`src/rtl/fetch_stage.sv`:
```
// rtl/fetch_stage.sv - instruction fetch stage: PC register, IF/ID pipeline register, error flags
module fetch_stage #(
    parameter logic [31:0] RESET_PC   = 32'h0000_0000,
    parameter int          IMEM_WORDS = 17
) (
    input  logic        clk,
    input  logic        rst,
    input  logic        stall_F,
    input  logic        stall_D,
    input  logic        flush_D,
    input  logic        branch_taken_E,
    input  logic [31:0] branch_target_E,
    input  logic [31:0] instr_F,
    output logic [31:0] PC_F,
    output logic [31:0] PC_plus4_F,
    output logic [31:0] instr_D,
    output logic [31:0] PC_D,
    output logic [31:0] PC_plus4_D,
    output logic        valid_D,
    output logic        misalign_err,
    output logic        oob_err,
    output logic [15:0] fetch_cnt
);

    localparam logic [31:0] IMEM_LIMIT = 32'(IMEM_WORDS);

    logic [31:0] pc_f_q, pc_f_d;
    logic [31:0] instr_d_q, instr_d_d;
    logic [31:0] pc_d_q, pc_d_d;
    logic [31:0] pc_plus4_d_q, pc_plus4_d_d;
    logic        valid_d_q, valid_d_d;
    logic        misalign_q, misalign_d;
    logic        oob_q, oob_d;
    logic [15:0] cnt_q, cnt_d;

    logic [31:0] pc_plus4;
    logic        load_d;
    logic        pc_oob;

    assign pc_plus4 = pc_f_q + 32'd4;
    assign load_d   = !flush_D && !stall_D;
    assign pc_oob   = ({2'b00, pc_f_q[31:2]} >= IMEM_LIMIT);

    // Next PC: redirect beats stall, stall beats sequential advance
    always_comb begin
        pc_f_d = pc_plus4;
        if (branch_taken_E) begin
            pc_f_d = {branch_target_E[31:2], 2'b00};
        end else if (stall_F) begin
            pc_f_d = pc_f_q;
        end
    end

    // IF/ID register: flush to a bubble beats stall, otherwise capture the fetch
    always_comb begin
        instr_d_d    = instr_d_q;
        pc_d_d       = pc_d_q;
        pc_plus4_d_d = pc_plus4_d_q;
        valid_d_d    = valid_d_q;
        if (flush_D) begin
            instr_d_d    = 32'd0;
            pc_d_d       = 32'd0;
            pc_plus4_d_d = 32'd0;
            valid_d_d    = 1'b0;
        end else if (!stall_D) begin
            instr_d_d    = instr_F;
            pc_d_d       = pc_f_q;
            pc_plus4_d_d = pc_plus4;
            valid_d_d    = 1'b1;
        end
    end

    // Sticky error flags and saturating count of loads into IF/ID
    always_comb begin
        misalign_d = misalign_q;
        oob_d      = oob_q;
        cnt_d      = cnt_q;
        if (branch_taken_E && (branch_target_E[1:0] != 2'b00)) begin
            misalign_d = 1'b1;
        end
        if (load_d) begin
            if (pc_oob) begin
                oob_d = 1'b1;
            end
            if (cnt_q != 16'hFFFF) begin
                cnt_d = cnt_q + 16'd1;
            end
        end
    end

    // State registers; reset discards any pending redirect or stall
    always_ff @(posedge clk or negedge rst) begin
        if (!rst) begin
            pc_f_q       <= RESET_PC;
            instr_d_q    <= 32'd0;
            pc_d_q       <= 32'd0;
            pc_plus4_d_q <= 32'd0;
            valid_d_q    <= 1'b0;
            misalign_q   <= 1'b0;
            oob_q        <= 1'b0;
            cnt_q        <= 16'd0;
        end else begin
            pc_f_q       <= pc_f_d;
            instr_d_q    <= instr_d_d;
            pc_d_q       <= pc_d_d;
            pc_plus4_d_q <= pc_plus4_d_d;
            valid_d_q    <= valid_d_d;
            misalign_q   <= misalign_d;
            oob_q        <= oob_d;
            cnt_q        <= cnt_d;
        end
    end

    assign PC_F         = pc_f_q;
    assign PC_plus4_F   = pc_plus4;
    assign instr_D      = instr_d_q;
    assign PC_D         = pc_d_q;
    assign PC_plus4_D   = pc_plus4_d_q;
    assign valid_D      = valid_d_q;
    assign misalign_err = misalign_q;
    assign oob_err      = oob_q;
    assign fetch_cnt    = cnt_q;

endmodule

```
`config.mk`:
```
export PLATFORM = sky130hd
export DESIGN_NAME = fetch_stage
export DESIGN_NICKNAME = d
export VERILOG_FILES = /design/src/rtl/fetch_stage.sv
export SDC_FILE = /design/constraint.sdc
export NUM_CORES = 1
export LEC_CHECK = 0
export ABC_AREA = 1
export BUFFER_PORTS_ARGS = -buffer_cell sky130_fd_sc_hd__buf_2
export CAP_MARGIN = 20
export CORE_MARGIN = 2
export CORE_UTILIZATION = 50
export CTS_CLUSTER_SIZE = 12
export DETAILED_ROUTE_END_ITERATION = 12
export PLACE_DENSITY = 0.77
export RECOVER_POWER = 50
export SLEW_MARGIN = 20
export SYNTH_ARGS = -nofsm -noshare
export SYNTH_HDL_FRONTEND = slang
export SYNTH_SLANG_ARGS = --single-unit
```
`constraint.sdc`:
```
create_clock -name clk -period 2.4 [get_ports clk]
set_input_delay 0.48 -clock clk [delete_from_list [all_inputs] [get_ports clk]]
set_output_delay 0.48 -clock clk [all_outputs]
set_load 0.03 [all_outputs]
```
==> results_dict.tcl, run 1 <==
set metrics [dict create \
    outcome "finished, violations left" \
    violations "capacitance limit, slew limit" \
    rsz0062_at_grt "yes" \
    yosys.area.top_type_share_pct 51.3 \
    slew_headroom_pct -13.3 \
    drtIter0Drc 428 \
    critPathMaxStageDelay_ps 410 \
    wl_per_cell_um 15.8 \
    criticalPathCategory "reg -> out" \
    vdd_ir_drop_max_mv 0.455 \
    initial_core_util_pct 50.5 \
    drc_errors 0 \
    antenna_left 0 \
    synth.yosys.seq_area_share_pct 51.3 \
    cts_tree "yes" \
    r2r_setup_slack_ps 680 \
    hold_buffers 0 \
    endpoint_kind "output pin" \
    num_vias 6678 \
    finalCritPeriodShare_pct 99.7 \
    firstDrtPassIters 5 \
    worstMarginPinSlew_ps 1700 \
    chipHeight_um 122 \
    overflow 0 \
    r2r_cells 10 \
    critPathRequiredTime_ps 1920 \
    ys_ff_latch 142 \
    worstPathCellList "ha_4 -> nand2_4 -> nor2_4 -> nand2_4 -> nor2_4 -> nand2_1 -> nand2_1 -> nand2_2 -> buf_6" \
    grt_pass1_vias 6398 \
    startpoint "PC_F[2]" \
    fmax_ghz 0.418 \
    grt_pass1_wl_mm 32.0 \
    synth_area_leader_cell "dfrtp_1" \
    tns_ps 0 \
    total_power_uw 7470 \
    fin_nets 1199 \
    timing.final.ws_setup_ps 8.21 \
    ios 249 \
    cp.arrival_ps 1910 \
    synth.avg_cell_area_sq_um 8.10 \
    portBuffers 244 \
    synth_warnings 0 \
    dieWidth_um 122 \
    final_cell_mix "nand2_1 (318), buf_2 (221), dfrtp_1 (126), inv_1 (81), o21ai_0 (59)" \
    clk_latency_ps 420 \
    setup_viol 0 \
    hold_class "in -> reg" \
    synthTopCellsByArea "dfrtp_1 (51%), nand2_1 (18%), inv_1 (4.4%)" \
    synth_cells 855 \
    cts.clk_slew.worst_paths_ps 60 \
    hold_ws_ps 274 \
    cts_buffer_depth 2 \
    core_sq_um 13700 \
    post-route-min-period_ps 2390 \
    cts_max_level 4 \
    max_cap_violations 1 \
    antenna_found_initial 2 \
    maxSlewViolCount 38 \
    worstSetupEndpoint "PC_plus4_F[22]" \
    skew_ps 10.4 \
    r2r-start "PC_F[2]" \
    final_common_cell "nand2_1" \
    dp_slack_ps 218 \
    grt_use_total_pct 28.1 \
    grt_max_degree 57 \
    cpLargestDelayFamily "simple AND/OR/NAND/NOR gates" \
    drive_above_1_share_pct 34.5 \
    cp.buffers_inverters 1 \
    rows 43 \
    dp_hpwl_mm 14.7 \
    cts_sinks 142 \
    root_buffer "clkbuf_16" \
    postRouteWirelength_mm 20.8 \
    cp_slowest_cell "dfrtp_2" \
    cp_max_fo 4 \
    place_congestion 0.934 \
    leakagePower_uw 0.00512 \
    finalHoldViolCount 0 \
    final.fill_count 1145 \
    numCtsBuffers 17 \
    power.density_nw_per_um2 786 \
    vias_per_cell 5.06 \
    area_growth_pct 37.1 \
    syn_area_sq_um 6930 \
    die_area_sq_um 14800 \
    yosysUniqueCellTypes 30 \
    startpoint_type "flip-flop" \
    timing.rr.end "PC_F[14]" \
    path_depth 9 \
]
==> sequential cells by signal (all words and copies together) (netlist names) <==
register      count
instr_D          32
PC_D             31
PC_F             30
PC_plus4_D       30
fetch_cnt        16
misalign_err      1
oob_err           1
valid_D           1
==> metal layers <==
| metal | track usage, % | share of wire (%) | vias up |
|---|---|---|---|
| met1 | 35.2 | 42 | 3144 |
| met4 | 10.8 | 2.8 | 2 |
| met2 | 46.7 | 48 | 275 |
| met5 | 0 | 0.062 | - |
| met3 | 7.40 | 6.9 | 51 |
| li1 | - | - | 3206 |
==> power breakdown <==
group	internal [uW]	total, uW	switching [uW]
sequential	2590	2790	202
combinational	517	1670	1150
clock	2020	3010	992
==> cells in the mapped netlist, drive strengths merged <==
master and n:
or2 1, xnor2 6, nand2 339, buf 23, o211ai 3, conb 1
o21bai 1, nor3 3, inv 83, o221ai 3, ha 4, nor2 78
a22o 32, dfrtp 142, nor3b 2, nand3 29, nand4 7, clkbuf 16
o21ai 61, xor2 21
==> metrics by stage <==
| stage | util (%) | instance area [sq um] | std cells |
|---|---|---|---|
| floorplan | - | 6940 | 858 |
| global placement | 60.7 | 8330 | 1257 |
| CTS | 67.5 | 9260 | 1301 |
| global route | 69.2 | 9500 | 1318 |
| detailed placement | 60.7 | 8330 | 1257 |
| finish | 69.2 | 9500 | 1319 |
==> kinds of logic after synthesis <==
| group | synth area share, % |
|---|---|
| buffers and inverters | 7.46 |
| AND/OR/NAND/NOR | 27.1 |
| other | 0.0541 |
| adder cells (fa/ha/maj) | 0.722 |
| XOR/XNOR | 4.06 |
| AO/OA/AOI/OAI | 9.27 |
| flip-flops | 51.3 |
==> what timing repair did <==
item                                    in CTS  in global routing
endpoints found under the setup margin      21                 24
buffers inserted                            12                 17
resized for setup                           41                 53
pin swaps                                    7                 11
==> layout make-up <==
type | instances | area, sq um | area share [%]
Clock inverter | 8 | 174 | 1.83
Timing Repair Buffer | 287 | 1630 | 17.1
Multi-Input combinational cell | 594 | 3070 | 32.3
Antenna cell | 1 | 2.50 | 0.0263
Tap cell | 180 | 225 | 2.37
Sequential cell | 142 | 3570 | 37.6
Clock buffer | 24 | 512 | 5.39
Inverter | 83 | 312 | 3.28
==> how the worst min path moves through the flow <==
stage | from | to | depth (start not counted)
after CTS | rst | PC_plus4_D[5] | 1
after detailed placement | oob_err | oob_err | 2
after floorplan | rst | PC_D[10] | 0
after global placement | oob_err | oob_err | 2
after global routing | branch_target_E[4] | PC_F[4] | 3
final | branch_target_E[5] | PC_F[5] | 3
==> worst register-to-register path: cells and delay by family, from the launching register on <==
family	cells	cell delay, ps
DFF	1	410
buffers and inverters	2	240
adders and majority gates	1	160
and+or+nand+nor	6	630
xor gates and xnor gates	1	210
(Power assumes the default switching activity.)
==> inputs of run 2 (changes only) <==
- BUFFER_PORTS_ARGS: -buffer_cell sky130_fd_sc_hd__buf_2 -> unset
- DONT_BUFFER_PORTS: unset -> 1
- PLACE_DENSITY: 0.77 -> 0.62
- clock period: 2.4 -> 2.3 ns (I/O delays scaled with it)
==> results_dict.tcl, run 2 (synthesis results as in run 1) <==
set metrics [dict create \
    outcome "finished, violations left" \
    violations "hold timing, setup timing" \
    final_util_pct 60.3 \
    insertedDiodeCount 0 \
    grt_use_total_pct 27.8 \
    drive_above_1_share_pct 18.4 \
    leakagePower_uw 0.00404 \
    overflow 0 \
    cp_slowest_cell "dfrtp_2" \
    dp_slack_ps 269 \
    vdd_ir_drop_max_mv 0.512 \
    wl_per_cell_um 18.8 \
    cp.buffers_inverters 1 \
    cp.arrival_ps 1880 \
    seq_power_share_pct 45.1 \
    hold_ws_ps -281 \
    slew_headroom_pct 3.04 \
    root_buffer "clkbuf_16" \
    place_congestion 0.880 \
    initial_core_util_pct 50.5 \
    grtUsageMet2_pct 43.3 \
    fin_nets 972 \
    maxSlewViolCount 0 \
    dp_hpwl_mm 14.9 \
    cpLargestDelayFamily "simple AND/OR/NAND/NOR gates" \
    cts_tree "yes" \
    multi_input_area_sq_um 3150 \
    busiest_layer "met2" \
    hold_class "in -> async" \
    skew_ps 5.09 \
    numCtsBuffers 17 \
    drtIter0Drc 393 \
    antenna_found_initial 0 \
    criticalPathCategory "reg -> out" \
    fmax_ghz 0.428 \
    clk_latency_ps 430 \
    rows 43 \
    largest_register_ffs 32 \
    firstDrtPassIters 7 \
    chipHeight_um 122 \
    grt_use_met3_pct 10.3 \
    antenna_left 0 \
    num_vias 5795 \
    startpoint_type "flip-flop" \
    critPathRequiredTime_ps 1840 \
    postRouteWirelength_mm 20.5 \
    portBuffers 0 \
    post-route-min-period_ps 2340 \
    cts.clk_slew.worst_paths_ps 70 \
    grt_pass1_vias 5735 \
    timing.final.ws_setup_ps -36.3 \
    cts_sinks 142 \
    finalCritPeriodShare_pct 102 \
    ios 249 \
    endpoint_kind "output pin" \
    final_cell_mix "nand2_1 (312), dfrtp_1 (136), inv_1 (78), o21ai_0 (59), nor2_1 (48)" \
    finalHoldViolCount 142 \
    final.fill_count 1261 \
    cts_buffer_depth 2 \
    area_growth_pct 19.5 \
    worstMarginPinSlew_ps 1450 \
    vias_per_cell 5.31 \
    comb_power_share_pct 16.9 \
    grt_pass1_wl_mm 31.4 \
    setup_viol 4 \
    core_sq_um 13700 \
    use_met1_pct 35.9 \
    clockPowerShare_pct 38.1 \
    max_cap_violations 0 \
    p_int_uw 4490 \
    final_common_cell "nand2_1" \
    dieWidth_um 122 \
    power.density_nw_per_um2 848 \
    final-seq-area_sq_um 3560 \
    worstPathCellList "ha_4 -> nand2_4 -> nor2_4 -> nand2_4 -> nor2_4 -> xor2_2 -> buf_6" \
    p_sw_share_pct 36.1 \
    rsz0062_at_grt "yes" \
    cts_max_level 4 \
    cp_max_fo 4 \
    die_area_sq_um 14800 \
    switchingPower_uw 2540 \
    grt_max_degree 143 \
    critPathMaxStageDelay_ps 410 \
    drc_errors 0 \
]
## run 2: power by group through the flow
stage | combinational [uW] | clock [uW] | sequential [uW]
3_3_place_gp | 1100 | 0 | 3200
2_1_floorplan | 628 | 0 | 3320
5_1_grt | 1290 | 2810 | 3190
4_1_cts | 1140 | 2700 | 3160
3_5_place_dp | 1110 | 0 | 3200
6_report | 1190 | 2670 | 3160
## run 2: final cells by class
type / count / area share (%)
inverter: 83 / 3.76
tap: 180 / 2.72
clock buffer: 17 / 5.14
multi-input combinational: 594 / 38.1
sequential: 142 / 43.0
clock inverter: 15 / 1.80
timing repair buffer: 60 / 5.47
## run 2: metal layers
layer / up-vias / wire length (um)
li1: 2753 / -
met1: 2780 / 8680
met2: 227 / 9320
met3: 35 / 2040
met4: 0 / 439
met5: - / 0
## run 2: through the flow
stage                     power [uW]  hold WS, ps  area, sq um  instances  TNS (ps)
after global routing            7300         -294         8280       1091      -655
after CTS                       7010         -292         8050       1083      -200
after floorplan                 3950          164         6940        858         0
after global placement          4300          167         7360       1050         0
after detailed placement        4310          167         7360       1050         0
final                           7020         -281         8280       1091     -82.0
## run 2: path summary, 6_finish.rpt
path                         startpoint             end  slack (ps)  cells past startpoint
min in group clk                flush_D         valid_D          90                      1
hold / removal                      rst  PC_plus4_D[16]        -280                      0
setup / recovery                PC_F[3]  PC_plus4_F[14]         -40                      7
setup reg to reg                PC_D[1]         PC_D[1]         570                      2
max in group asynchronous           rst         PC_F[3]        2420                      0
hold reg to reg            fetch_cnt[0]    fetch_cnt[1]         600                      3
## run 2: repair_timing
| action | 4_1_cts | 5_1_grt |
|---|---|---|
| buffers inserted | 1 | 8 |
| endpoints found under the setup margin | 23 | 26 |
| resized for setup | 33 | 53 |
| pin swaps | 1 | 16 |
| hold endpoints to repair | 142 | 142 |
| gates cloned | 0 | 0 |
==> inputs of run 3 (changes only) <==
- BUFFER_PORTS_ARGS: unset -> -buffer_cell sky130_fd_sc_hd__buf_2
- DONT_BUFFER_PORTS: 1 -> unset
- PLACE_DENSITY: 0.62 -> unset
- PLACE_DENSITY_LB_ADDON: unset -> 0.1
==> results_dict.tcl, run 3 (synthesis results as in run 1) <==
set metrics [dict create \
    final_common_cell "nand2_1" \
    criticalPathCategory "reg -> out" \
    final_util_pct 69.3 \
    cp_common_cell "nor2_4" \
    cp.arrival_ps 1900 \
    fmax_ghz 0.424 \
    fin_nets 1199 \
    postPlaceCellArea_sq_um 8390 \
    cts_sinks 142 \
    rsz0062_at_grt "yes" \
    postRouteWirelength_mm 20.9 \
    dr.max_layer_used "met4" \
    cp_max_fo 4 \
    worstMarginPinSlew_ps 1310 \
    firstDrtPassIters 6 \
    num_vias 6664 \
    antenna_found_initial 0 \
    place_congestion 0.944 \
    core_sq_um 13700 \
    grt_max_degree 93 \
    hold_buffers 0 \
    drive_above_1_share_pct 36.5 \
    setup_viol 11 \
    cts_tree "yes" \
    portBuffers 244 \
    die_area_sq_um 14800 \
    initial_core_util_pct 50.5 \
    skew_ps 6.42 \
    drc_errors 0 \
    wl_met3_mm 1.67 \
    violations "setup timing" \
    grt_pass1_wl_mm 32.3 \
    vias_per_cell 5.06 \
    critPathMaxStageDelay_ps 350 \
    wl_met2_mm 9.85 \
    clk_latency_ps 410 \
    dieWidth_um 122 \
    vdd_ir_drop_max_mv 0.589 \
    worstPathCellList "buf_4 -> ha_4 -> nand2_2 -> nor2_4 -> nand2_4 -> nor2_4 -> xor2_2 -> buf_6" \
    root_buffer "clkbuf_16" \
    overflow 0 \
    finalCritPeriodShare_pct 103 \
    numCtsBuffers 17 \
    grt_pass1_vias 6110 \
    drtIter0Drc 543 \
    wl_per_cell_um 15.9 \
    hold_ws_ps 273 \
    final_cell_area_sq_um 9500 \
    slew_headroom_pct 12.3 \
    largest_register_ffs 32 \
    outcome "finished, violations left" \
    startpoint_type "flip-flop" \
    maxSlewViolCount 0 \
    power.density_nw_per_um2 768 \
    dp_hpwl_mm 14.8 \
    cts.clk_slew.worst_paths_ps 60 \
    post-route-min-period_ps 2360 \
    ios 249 \
    hold_class "in -> reg" \
    endpoint_kind "output pin" \
    cts_max_level 4 \
    wl_met1_mm 9.09 \
    final_cell_mix "nand2_1 (307), buf_2 (220), dfrtp_1 (125), inv_1 (80), o21ai_0 (59)" \
    dp_slack_ps 266 \
    area_growth_pct 37.2 \
    finalHoldViolCount 0 \
    antenna_left 0 \
    cp_slowest_cell "dfrtp_1" \
    grt_use_total_pct 28.3 \
    critPathRequiredTime_ps 1840 \
    chipHeight_um 122 \
    max_cap_violations 0 \
    cts_buffer_depth 2 \
    leakagePower_uw 0.00510 \
    insertedDiodeCount 0 \
    timing.final.ws_setup_ps -58.3 \
    rows 43 \
]
run 3: cell count changes in the layout (fill, tap and decap cells not counted), moves of 5 or more:
cell,previous run,this run
buf_2,0,220
buf_6,7,16
dfrtp_1,136,125
dfrtp_2,6,17
inv_6,5,0
nand2_1,312,307
nand2_2,11,27
nand2_4,16,5
nor2_1,48,41
nor2_4,13,19
run 3: layout make-up:
| cell class | instances | area, sq um |
|---|---|---|
| Inverter | 83 | 312 |
| Sequential cell | 142 | 3570 |
| Tap cell | 180 | 225 |
| Timing Repair Buffer | 287 | 1650 |
| Fill cell | 1162 | 4220 |
| Multi-Input combinational cell | 594 | 3180 |
| Clock inverter | 9 | 86.3 |
| Clock buffer | 23 | 478 |
run 3: path summary, 6_finish.rpt:
kind / slack (ps) / start / cells after the start / endpoint
setup / recovery: -60 / PC_F[2] / 8 / PC_plus4_F[14]
hold / removal: 270 / instr_F[29] / 2 / instr_D[29]
setup reg to reg: 560 / fetch_cnt[0] / 7 / fetch_cnt[0]
hold reg to reg: 470 / PC_plus4_D[14] / 2 / PC_plus4_D[14]
max in group asynchronous: 330 / rst / 2 / PC_F[26]
min in group asynchronous: 320 / rst / 1 / PC_D[17]
run 3: metal layers:
metal  track usage (%)  vias to the layer above
met1              40.0                     3191
met3              8.01                       27
met2              43.8                      246
li1                  -                     3200
met5                 0                        -
met4              6.18                        0
run 3: stage by stage:
stage          power [uW]  std cells  setup TNS (ps)
2_1_floorplan        3950        858               0
3_3_place_gp         4530       1263               0
3_5_place_dp         4550       1263               0
4_1_cts              7220       1298            -376
5_1_grt              7630       1318           -2060
6_report             7300       1318            -263
run 3: power by group:
part,switching [uW],internal (uW)
clock,1050,1570
sequential,209,2710
combinational,1210,551
run 3: repair_timing:
action | CTS | global route
gates resized for setup | 56 | 85
cloned | 0 | 0
setup endpoints to repair | 24 | 26
hold endpoints to repair | 0 | 0
pin swaps | 11 | 27
buffers inserted | 3 | 20
run 3: critical path, delay by kind of cell, from the launching register on:
family,cells,cell delay (ps)
buffers and inverters,2,290
and+or+nand+nor,4,500
xor gates and xnor gates,1,230
adders and majority gates,1,120
DFF,1,350
